--- src/rtl/op_encoder_pkg.sv ---
// Shared constants, FSM state type and opcode-to-line helper for op_encoder.
// Pure declarations: no latency, no flow control.
// Backpressure: not applicable.
package op_encoder_pkg;

    localparam int N_REQ  = 16;
    localparam int CODE_W = 4;

    typedef enum logic [0:0] {
        IDLE  = 1'b0,
        OFFER = 1'b1
    } state_t;

    function automatic logic [N_REQ-1:0] onehot(input logic [CODE_W-1:0] code);
        logic [N_REQ-1:0] v;
        v       = '0;
        v[code] = 1'b1;
        return v;
    endfunction

endpackage

--- src/rtl/op_encoder_if.sv ---
// Opcode handshake bus between op_encoder (master) and the ALU control path (slave).
// Latency: wires only.
// Backpressure: op_ready from the slave stalls the master's offer.
interface op_encoder_if;
    import op_encoder_pkg::*;

    logic [CODE_W-1:0] op_code;
    logic              op_valid;
    logic              op_ready;

    modport master (
        output op_code,
        output op_valid,
        input  op_ready
    );

    modport slave (
        input  op_code,
        input  op_valid,
        output op_ready
    );

endinterface

--- src/rtl/op_encoder_prio_enc16.sv ---
// Combinational 16-bit priority encoder; search starts at index 'start' and wraps upward.
// Latency: zero (pure combinational).
// Backpressure: not applicable.
module prio_enc16
    import op_encoder_pkg::*;
(
    input  logic [N_REQ-1:0]  vec,
    input  logic [CODE_W-1:0] start,
    output logic [CODE_W-1:0] code,
    output logic              found
);

    logic [2*N_REQ-1:0] dbl;
    logic [N_REQ-1:0]   rot;

    always_comb begin
        dbl   = {vec, vec};
        // rot[j] holds vec[(j + start) mod 16], so the lowest set bit of rot is the winner
        rot   = N_REQ'(dbl >> start);
        code  = '0;
        found = 1'b0;
        for (int i = N_REQ - 1; i >= 0; i--) begin
            if (rot[i]) begin
                code  = CODE_W'(i) + start;
                found = 1'b1;
            end
        end
    end

endmodule

--- src/rtl/op_encoder.sv ---
// Collects pulsed requests into a pending vector, issues one opcode per handshake.
// Latency: req to op_valid is one cycle; back-to-back issue while op_ready stays high.
// Backpressure: op_ready low holds op_code/op_valid stable. Define OP_ENCODER_RR_EN for round-robin.
module op_encoder
    import op_encoder_pkg::*;
(
    input  logic             clk,
    input  logic             rst,
    input  logic [N_REQ-1:0] req,
    input  logic             clr,
    op_encoder_if.master     bus,
    output logic [N_REQ-1:0] pending,
    output logic             overflow
);

    state_t            state, state_nx;
    logic [CODE_W-1:0] code_q, code_nx;
    logic              valid_q, valid_nx;

    logic              hs;
    logic [N_REQ-1:0]  served;
    logic [N_REQ-1:0]  pend_nx;
    logic [N_REQ-1:0]  avail;
    logic [CODE_W-1:0] start;
    logic [CODE_W-1:0] sel_code;
    logic              sel_found;

    assign hs      = valid_q & bus.op_ready;
    assign served  = hs ? onehot(code_q) : '0;
    assign pend_nx = (pending & ~served) | req;
    // A line re-armed in its own serve cycle waits one cycle before it can win again
    assign avail   = pend_nx & ~served;

`ifdef OP_ENCODER_RR_EN
    logic [CODE_W-1:0] rr_ptr;

    assign start = rr_ptr + CODE_W'(1);

    always_ff @(posedge clk) begin
        if (rst || clr) begin
            rr_ptr <= CODE_W'(N_REQ - 1);
        end else if (hs) begin
            rr_ptr <= code_q;
        end
    end
`else
    assign start = '0;
`endif

    prio_enc16 u_prio (
        .vec   (avail),
        .start (start),
        .code  (sel_code),
        .found (sel_found)
    );

    always_comb begin
        state_nx = state;
        code_nx  = code_q;
        valid_nx = valid_q;
        case (state)
            IDLE: begin
                valid_nx = 1'b0;
                if (sel_found) begin
                    code_nx  = sel_code;
                    valid_nx = 1'b1;
                    state_nx = OFFER;
                end
            end
            OFFER: begin
                if (hs) begin
                    if (sel_found) begin
                        code_nx = sel_code;
                    end else begin
                        valid_nx = 1'b0;
                        state_nx = IDLE;
                    end
                end
            end
            default: begin
                valid_nx = 1'b0;
                state_nx = IDLE;
            end
        endcase
    end

    always_ff @(posedge clk) begin
        if (rst || clr) begin
            state    <= IDLE;
            code_q   <= '0;
            valid_q  <= 1'b0;
            pending  <= '0;
            overflow <= 1'b0;
        end else begin
            state   <= state_nx;
            code_q  <= code_nx;
            valid_q <= valid_nx;
            pending <= pend_nx;
            if (|(req & pending & ~served)) begin
                overflow <= 1'b1;
            end
        end
    end

    assign bus.op_code  = code_q;
    assign bus.op_valid = valid_q;

endmodule

--- src/flat_wrapper.sv ---
// flat-port wrapper written by rule: the top's interface ports become plain ports
module op_encoder_flat import op_encoder_pkg::*;
  (clk, rst, req, clr, pending, overflow, bus_op_code, bus_op_valid, bus_op_ready);
  op_encoder_if bus_i ();
  input  logic clk;
  input  logic rst;
  input  logic [N_REQ-1:0] req;
  input  logic clr;
  output logic [N_REQ-1:0] pending;
  output logic overflow;
  output wire logic [$bits(bus_i.op_code)-1:0] bus_op_code;
  output wire logic [$bits(bus_i.op_valid)-1:0] bus_op_valid;
  input wire logic [$bits(bus_i.op_ready)-1:0] bus_op_ready;
  assign bus_op_code = bus_i.op_code;
  assign bus_op_valid = bus_i.op_valid;
  assign bus_i.op_ready = bus_op_ready;
  op_encoder u_core (.clk(clk), .rst(rst), .req(req), .clr(clr), .bus(bus_i), .pending(pending), .overflow(overflow));
endmodule
--- config.mk ---
export PLATFORM = sky130hd
export DESIGN_NAME = op_encoder_flat
export DESIGN_NICKNAME = d
export VERILOG_FILES = /design/src/rtl/op_encoder_pkg.sv /design/src/rtl/op_encoder_if.sv /design/src/rtl/op_encoder_prio_enc16.sv /design/src/rtl/op_encoder.sv /design/src/flat_wrapper.sv
export SDC_FILE = /design/constraint.sdc
export NUM_CORES = 1
export LEC_CHECK = 0
export BUFFER_PORTS_ARGS = -buffer_cell sky130_fd_sc_hd__buf_4
export CORE_MARGIN = 4
export CORE_UTILIZATION = 46
export DETAILED_ROUTE_END_ITERATION = 8
export HOLD_SLACK_MARGIN = 0.15
export MAX_ROUTING_LAYER = met4
export PLACE_DENSITY = 0.85
export SLEW_MARGIN = 10
export SYNTH_ARGS = -nofsm -noshare
export SYNTH_HDL_FRONTEND = slang
export SYNTH_SLANG_ARGS = --single-unit
--- constraint.sdc ---
create_clock -name clk -period 1.8 [get_ports clk]
set_input_delay 0.36 -clock clk [delete_from_list [all_inputs] [get_ports clk]]
set_output_delay 0.36 -clock clk [all_outputs]
set_load 0.01 [all_outputs]
==> results of run 1 <==
through the flow:
| step | total power, mW | setup TNS [ps] |
|---|---|---|
| after floorplan | 0.7001 | -108.5 |
| after global placement | 0.8659 | -1275 |
| after detailed placement | 0.8709 | -1504 |
| after CTS | 1.122 | -1277 |
| after global routing | 1.200 | -1871 |
| final | 1.154 | -1319 |
layout by cell type, fill, tap and decap left out, types with 3 or more instances in the layout:
| cell type | count |
|---|---|
| nor2_1 | 23 |
| dfxtp_1 | 18 |
| o22ai_2 | 3 |
| clkbuf_4 | 3 |
| buf_6 | 5 |
| a31oi_1 | 3 |
| nand2_1 | 20 |
| o22ai_1 | 4 |
| nand4_1 | 3 |
| nand3_1 | 17 |
| o21ai_0 | 3 |
| o22ai_4 | 4 |
| buf_4 | 99 |
| dfxtp_4 | 5 |
| a21oi_1 | 21 |
| inv_1 | 3 |
synthesized netlist by cell type, types with 3 or more instances:
library cell	count	area [um^2]
nand2b_1	3	18.77
nand4_1	3	18.77
o2bb2ai_1	3	26.28
dfxtp_1	23	460.4
o22ai_1	11	68.82
nand3_1	18	90.09
nor2b_1	3	18.77
nor2_1	25	93.84
nand2_1	22	82.58
inv_1	3	11.26
a21oi_1	23	115.1
a31oi_1	3	18.77
o21ai_0	5	25.02
sequential cells by signal, summed over array words and instances, names as in the netlist:
signal,flops
u_core.bus.op_code,4
u_core.bus.op_valid,1
u_core.overflow,1
u_core.pending,16
u_core.state,1
worst max path at each step:
| stage | slack, ps | from | end | cells after the start |
|---|---|---|---|---|
| 2_1_floorplan | -60 | u_core.bus.op_code[3]$_SDFFE_PP0P_ | u_core.bus.op_code[0]$_SDFFE_PP0P_ | 8 |
| 6_report | -340 | u_core.bus.op_code[0]$_SDFFE_PP0P_ | u_core.bus.op_code[0]$_SDFFE_PP0P_ | 9 |
| 3_3_place_gp | -290 | bus_op_ready | u_core.bus.op_code[2]$_SDFFE_PP0P_ | 9 |
| 4_1_cts | -290 | u_core.bus.op_code[0]$_SDFFE_PP0P_ | u_core.bus.op_code[2]$_SDFFE_PP0P_ | 9 |
| 3_5_place_dp | -320 | bus_op_ready | u_core.bus.op_code[2]$_SDFFE_PP0P_ | 9 |
| 5_1_grt | -360 | u_core.bus.op_code[0]$_SDFFE_PP0P_ | u_core.bus.op_code[0]$_SDFFE_PP0P_ | 9 |
repair_timing:
item / CTS / global route
buffers inserted: 6 / 4
hold buffers: 0 / 0
endpoints found under the hold margin: 0 / 0
pin swaps: 10 / 11
gates resized for setup: 10 / 18
setup endpoints to repair: 7 / 7
area by class of cell:
type | count | share of cell area [%]
Inverter | 3 | 0.4727
Multi-Input combinational cell | 149 | 43.12
Timing Repair Buffer | 104 | 33.56
Clock buffer | 4 | 1.103
Tap cell | 31 | 1.628
Sequential cell | 23 | 20.12
worst reg2reg max path, cell delays in order, from the launching register on:
cell and delay, ps:
dfxtp_4 410, buf_6 100, and4b_2 240, a21oi_2 180
buf_4 140, o21ai_1 70, or4_1 500, a31oi_1 190
or3_1 130, a21oi_1 50
routing by layer:
metal,global-route usage (%),vias up
met5,-,-
met4,7.713,0
met3,3.957,22
met2,46.07,115
met1,34.32,875
li1,-,887
kinds of logic (layout without fill, tap and decap cells):
group / count (synthesis) / after routing
buffers and inverters: 8 / 111
and+or+nand+nor: 93 / 93
DFF: 23 / 23
AOI/OAI and AO/OA: 56 / 56
where the power goes:
group	switching, mW	internal, mW
Combinational	0.158	0.181
Clock	0.168	0.0866
Sequential	0.0322	0.528
==> summary.txt, run 1 <==
Outcome
  • Status: finished with violations
  • Failing checks: setup timing

Clock tree
  • Max Buffers Root-to-Sink: 2
  • Reg clk slew, reported paths: between 100 and 150 ps
  • Worst-Skew Late Latency: 310 ps
  • # clock sinks: 23
  • H-Tree Level Count: 1
  • CTS root buffer: clkbuf_4
  • Total CTS buffers: 3
  • CTS tree: built

Die
  • Die H: 62.60 um
  • Die Footprint: 0.003919 mm^2
  • I/O pin total: 42
  • Initial Utilization: between 40 and 50%
  • Placeable Area: between 0.002 and 0.003 mm^2
  • Row Count: 19
  • Die width: ~63 um

Synthesis
  • Post-synth EDFFs: 0
  • Syn Inst Count: 180
  • Register area share after synthesis: ~34%
  • Largest family of logic cells by synthesized area: simple AND/OR/NAND/NOR gates
  • Synth Area per Inst: between 7 and 8 um^2
  • Post-Synth Adder-Cell Area: 0%
  • Ys flop type: dfxtp_1
  • Compound-Gate Fraction of Synth Area: 25.27%
  • Share of flip-flops with an asynchronous set or reset: 0%
  • Xor and xnor area share after synthesis: 0%
  • Syn Std Cell Area: between 0.001 and 0.0015 mm^2
  • Yosys reg bits: 23
  • Simple-gate share of the synthesized area: between 30% and 40%
  • YS warnings: 0
  • Syn nets: 200
  • Synth cell types: 40
  • Portion of netlist area occupied by mux cells: 0%

Drt
  • Final WL: between 5 and 6 mm
  • DR top layer: met4
  • Routed Antenna Nets: 0
  • DR WL met3: 495 um
  • WL per Instance: ~18 um
  • Vias/cell: ~6
  • Met1 Routed Length: around 2.3 mm
  • WL met2: between 2 and 3 mm
  • Residual DRC count: 0
  • Drt first-iter violations: 159
  • DR pass1 iterations: 5
  • Vias: 1899

STA
  • Pins Over Slew Limit: 0
  • Clock skew: around 1.9 ps
  • Setup ws final: -335.8 ps
  • Final Hold Viols: 0
  • RSZ-0062 raised after global routing: yes
  • # setup viols final: 7
  • Slew Limit Headroom: 70.29%
  • Crit share post-route: 118.7%
  • Final min period: between 2000 and 2500 ps
  • Worst Max-Slew Pin Slew: about 450 ps
  • WHS: ~260 ps
  • Highest Clock Rate: between 400 and 500 MHz

Worst setup path
  • Critical Path RT: roughly 2000 ps
  • Worst R2R Start: u_core.bus.op_code[0]$_SDFFE_PP0P_
  • FF-to-FF End: u_core.bus.op_code[0]$_SDFFE_PP0P_
  • Crit. End Element: register
  • Crit path arrival time: roughly 2300 ps
  • Critical path's top delay family: simple AND/OR/NAND/NOR gates
  • CP Launch Type: register
  • R2R cell count: 9
  • Max incr delay on CP: ~500 ps
  • Worst Path Max Fanout: 6
  • Critical path class: register to register
  • Slowest-stage cell, CP: or4_1
  • WP buf/inv: 2
  • R2R Setup Slk: -340 ps
  • Crit path cell chain: buf_6 -> and4b_2 -> a21oi_2 -> buf_4 -> o21ai_1 -> or4_1 -> a31oi_1 -> or3_1 -> a21oi_1

Worst hold path
  • Hold Startpoint: req[12]
  • Hold path depth: 3
  • Hold Crit Class: input pin to register
  • Hold worst-path end: u_core.pending[12]$_SDFF_PP0_

GRT
  • Pin count of the biggest net entering global routing: 22
  • GRT Overall Usage: around 27%
  • First-pass GRT wire length: between 8 and 9 mm
  • Vias in the first global route: 1745
  • GRT Residual Overflow: 0
  • Initial antenna violation count: 0

Placement
  • Port Buffers: 41
  • Post-DP Area: 0.002161 mm^2
  • DP Worst Slack: -322.2 ps
  • DP Wirelength: 3.949 mm
  • RD Place Congestion: 0.9551
  • Dpl cells: 301

Final layout
  • Fill cells: roughly 180
  • Nets: around 300
  • Area of the multi-input gates: 0.001027 mm^2
  • Layout cells sized above 1: roughly half
  • Final non-filler cell total: around 310
  • # diodes: 0
  • Final instance area: 0.002382 mm^2
  • Register area: 479.2 um^2
  • Area growth from synthesis to layout: 73.72%
  • Fin util: ~85%

Power
  • Leakage: 1.058 nW
  • Power Dens Cells: 484.5 mW/mm^2
  • Maximum VDD drop: around 360 uV

Flow run
  • Max Cap Violations: 0
(Power assumes the default switching activity.)
==> run 2, diff against run 1 <==
Settings changed: CORE_MARGIN 4 to 1.5, CORE_UTILIZATION 46 to 50, PLACE_DENSITY 0.85 to 0.87.
Clock period 1.8 ns to 2.75 ns, I/O delays scaled along.
==> run 2 against run 1 <==
Effect of this change:
- the flow now finishes without violations
- via count shrank 18%
- sequential cell count is the same
- clock power shrank 35%
- combinational power shrank 56%
- clock-buffer cell count is the same
- sequential power shrank 34%
- hold slack gained 180 ps
- largest cell class unchanged
- highest routed layer unchanged
==> summary.txt, run 2 (synthesis gave the netlist of run 1 again) <==
Power
  • Maximum VDD drop: 488.1 uV
  • Leakage: roughly 0.7 nW
  • Total power: around 700 uW
  • Power Dens Cells: roughly 400 mW/mm^2

Worst hold path
  • Hold Startpoint: req[1]
  • Hold worst-path end: u_core.pending[1]$_SDFF_PP0_
  • Hold path depth: 3
  • Hold Crit Class: input pin to register

Worst setup path
  • Crit. End Element: register
  • R2R cell count: 7
  • Worst R2R Start: u_core.bus.op_code[3]$_SDFFE_PP0P_
  • Worst Path Max Fanout: 13
  • Crit path arrival time: 2660 ps
  • FF-to-FF End: u_core.bus.op_code[0]$_SDFFE_PP0P_
  • Critical Path RT: between 2000 and 3000 ps
  • CP Launch Type: register
  • R2R Setup Slk: about 280 ps
  • Critical path class: register to register

Die
  • Placeable Area: 0.002545 mm^2
  • I/O pin total: 42
  • Die width: between 50 and 60 um
  • Row Count: 18
  • Die H: 55.37 um
  • Die Footprint: around 0.003 mm^2
  • Initial Utilization: 53.88%

STA
  • RSZ-0062 raised after global routing: no
  • TNS Setup: 0 ps
  • Highest Clock Rate: 405.1 MHz
  • WHS: between 400 and 500 ps
  • # setup viols final: 0
  • Slew Limit Headroom: approximately two thirds
  • Final Hold Viols: 0
  • Pins Over Slew Limit: 0
  • Clock skew: ~10 ps
  • Worst Max-Slew Pin Slew: 478.6 ps
  • Setup ws final: approximately 280 ps
  • Final min period: between 2000 and 2500 ps
  • Crit share post-route: 89.76%

Outcome
  • Status: finished, final reports clean

GRT
  • Vias in the first global route: approximately 1.5k
  • Pin count of the biggest net entering global routing: 22
  • Initial antenna violation count: 0
  • GRT Overall Usage: between 20% and 30%
  • GRT Residual Overflow: 0
  • First-pass GRT wire length: 6.886 mm

Final layout
  • Largest register FFs: 16
  • Area growth from synthesis to layout: 25.00%
  • Most frequent cells in the layout: buf_4 (41), nor2_1 (25), a21oi_1 (23), dfxtp_1 (23), nand2_1 (22)
  • Final instance area: about 0.0017 mm^2
  • Fill cells: 235
  • Most common cell after layout, fill and taps aside: buf_4
  • Most flops, register: u_core.pending
  • Fin util: around two thirds
  • Nets: 241
  • Area of the multi-input gates: around 870 um^2
  • # diodes: 0
  • Final non-filler cell total: 250
  • Layout cells sized above 1: between 20% and 30%
  • Register area: 460.4 um^2

Clock tree
  • Total CTS buffers: 3
  • Hold Buf Count CTS: 0
  • Worst-Skew Late Latency: about 320 ps
  • Setup Fix Bufs, Post-CTS: 0
  • CTS root buffer: clkbuf_4
  • H-Tree Level Count: 1
  • Max Buffers Root-to-Sink: 2
  • CTS tree: built
  • Reg clk slew, reported paths: about 140 ps
  • Cts repair resizes: 0
  • # clock sinks: 23

Placement
  • DP Wirelength: approximately 3.0 mm
  • DP Worst Slack: between 200 and 300 ps
  • Post-DP Area: roughly 0.0017 mm^2
  • RD Place Congestion: roughly 0.95
  • Port Buffers: between 40 and 50
  • Dpl cells: 246

Drt
  • Residual DRC count: 0
  • Vias/cell: approximately 6.2
  • Vias: about 1.6k
  • Final WL: about 4.1 mm
  • Drt first-iter violations: 70
  • DR pass1 iterations: 4
  • Routed Antenna Nets: 0
  • WL per Instance: 16.28 um

Flow run
  • Max Cap Violations: 0
run 2: cell count changes in the layout (fill, tap and decap cells not counted), sizes merged:
cell  previous run  this run
buf            104        41
run 2: worst max path at each step:
| stage | from | end | slack (ps) |
|---|---|---|---|
| after global placement | bus_op_ready | u_core.bus.op_code[0]$_SDFFE_PP0P_ | 240 |
| final | u_core.bus.op_code[3]$_SDFFE_PP0P_ | u_core.bus.op_code[0]$_SDFFE_PP0P_ | 280 |
| after CTS | u_core.bus.op_code[3]$_SDFFE_PP0P_ | u_core.bus.op_code[0]$_SDFFE_PP0P_ | 360 |
| after detailed placement | bus_op_ready | u_core.bus.op_code[0]$_SDFFE_PP0P_ | 260 |
| after floorplan | bus_op_ready | u_core.bus.op_code[0]$_SDFFE_PP0P_ | 670 |
| after global routing | u_core.bus.op_code[3]$_SDFFE_PP0P_ | u_core.bus.op_code[0]$_SDFFE_PP0P_ | 140 |
run 2: where the power goes:
group          total, mW  internal (mW)  leakage [nW]  switching (mW)
Clock              0.166         0.0568        0.0150           0.110
Combinational      0.149         0.0714         0.498          0.0776
Sequential         0.367          0.349         0.189          0.0185
run 2: layout make-up:
class,count,share of cell area (%)
timing repair buffer,41,17.96
sequential,23,26.86
multi-input combinational,149,50.80
inverter,3,0.6569
clock buffer,4,1.533
tap,30,2.190
run 2: routing by layer:
metal / routed length [um] / global-route usage (%) / share of wire (%)
met2: 1866 / 44.73 / 46
met5: 0 / - / 0
met1: 1681 / 36.64 / 41
met3: 405 / 6.557 / 10
met4: 116 / 8.362 / 2.9
run 2: critical path, stage by stage (launching register included):
cell	delay (ps)
dfxtp_1	620
nor2_1	240
a21oi_1	370
o21ai_0	200
or4_1	500
a31oi_1	170
or3_1	150
a21oi_1	80
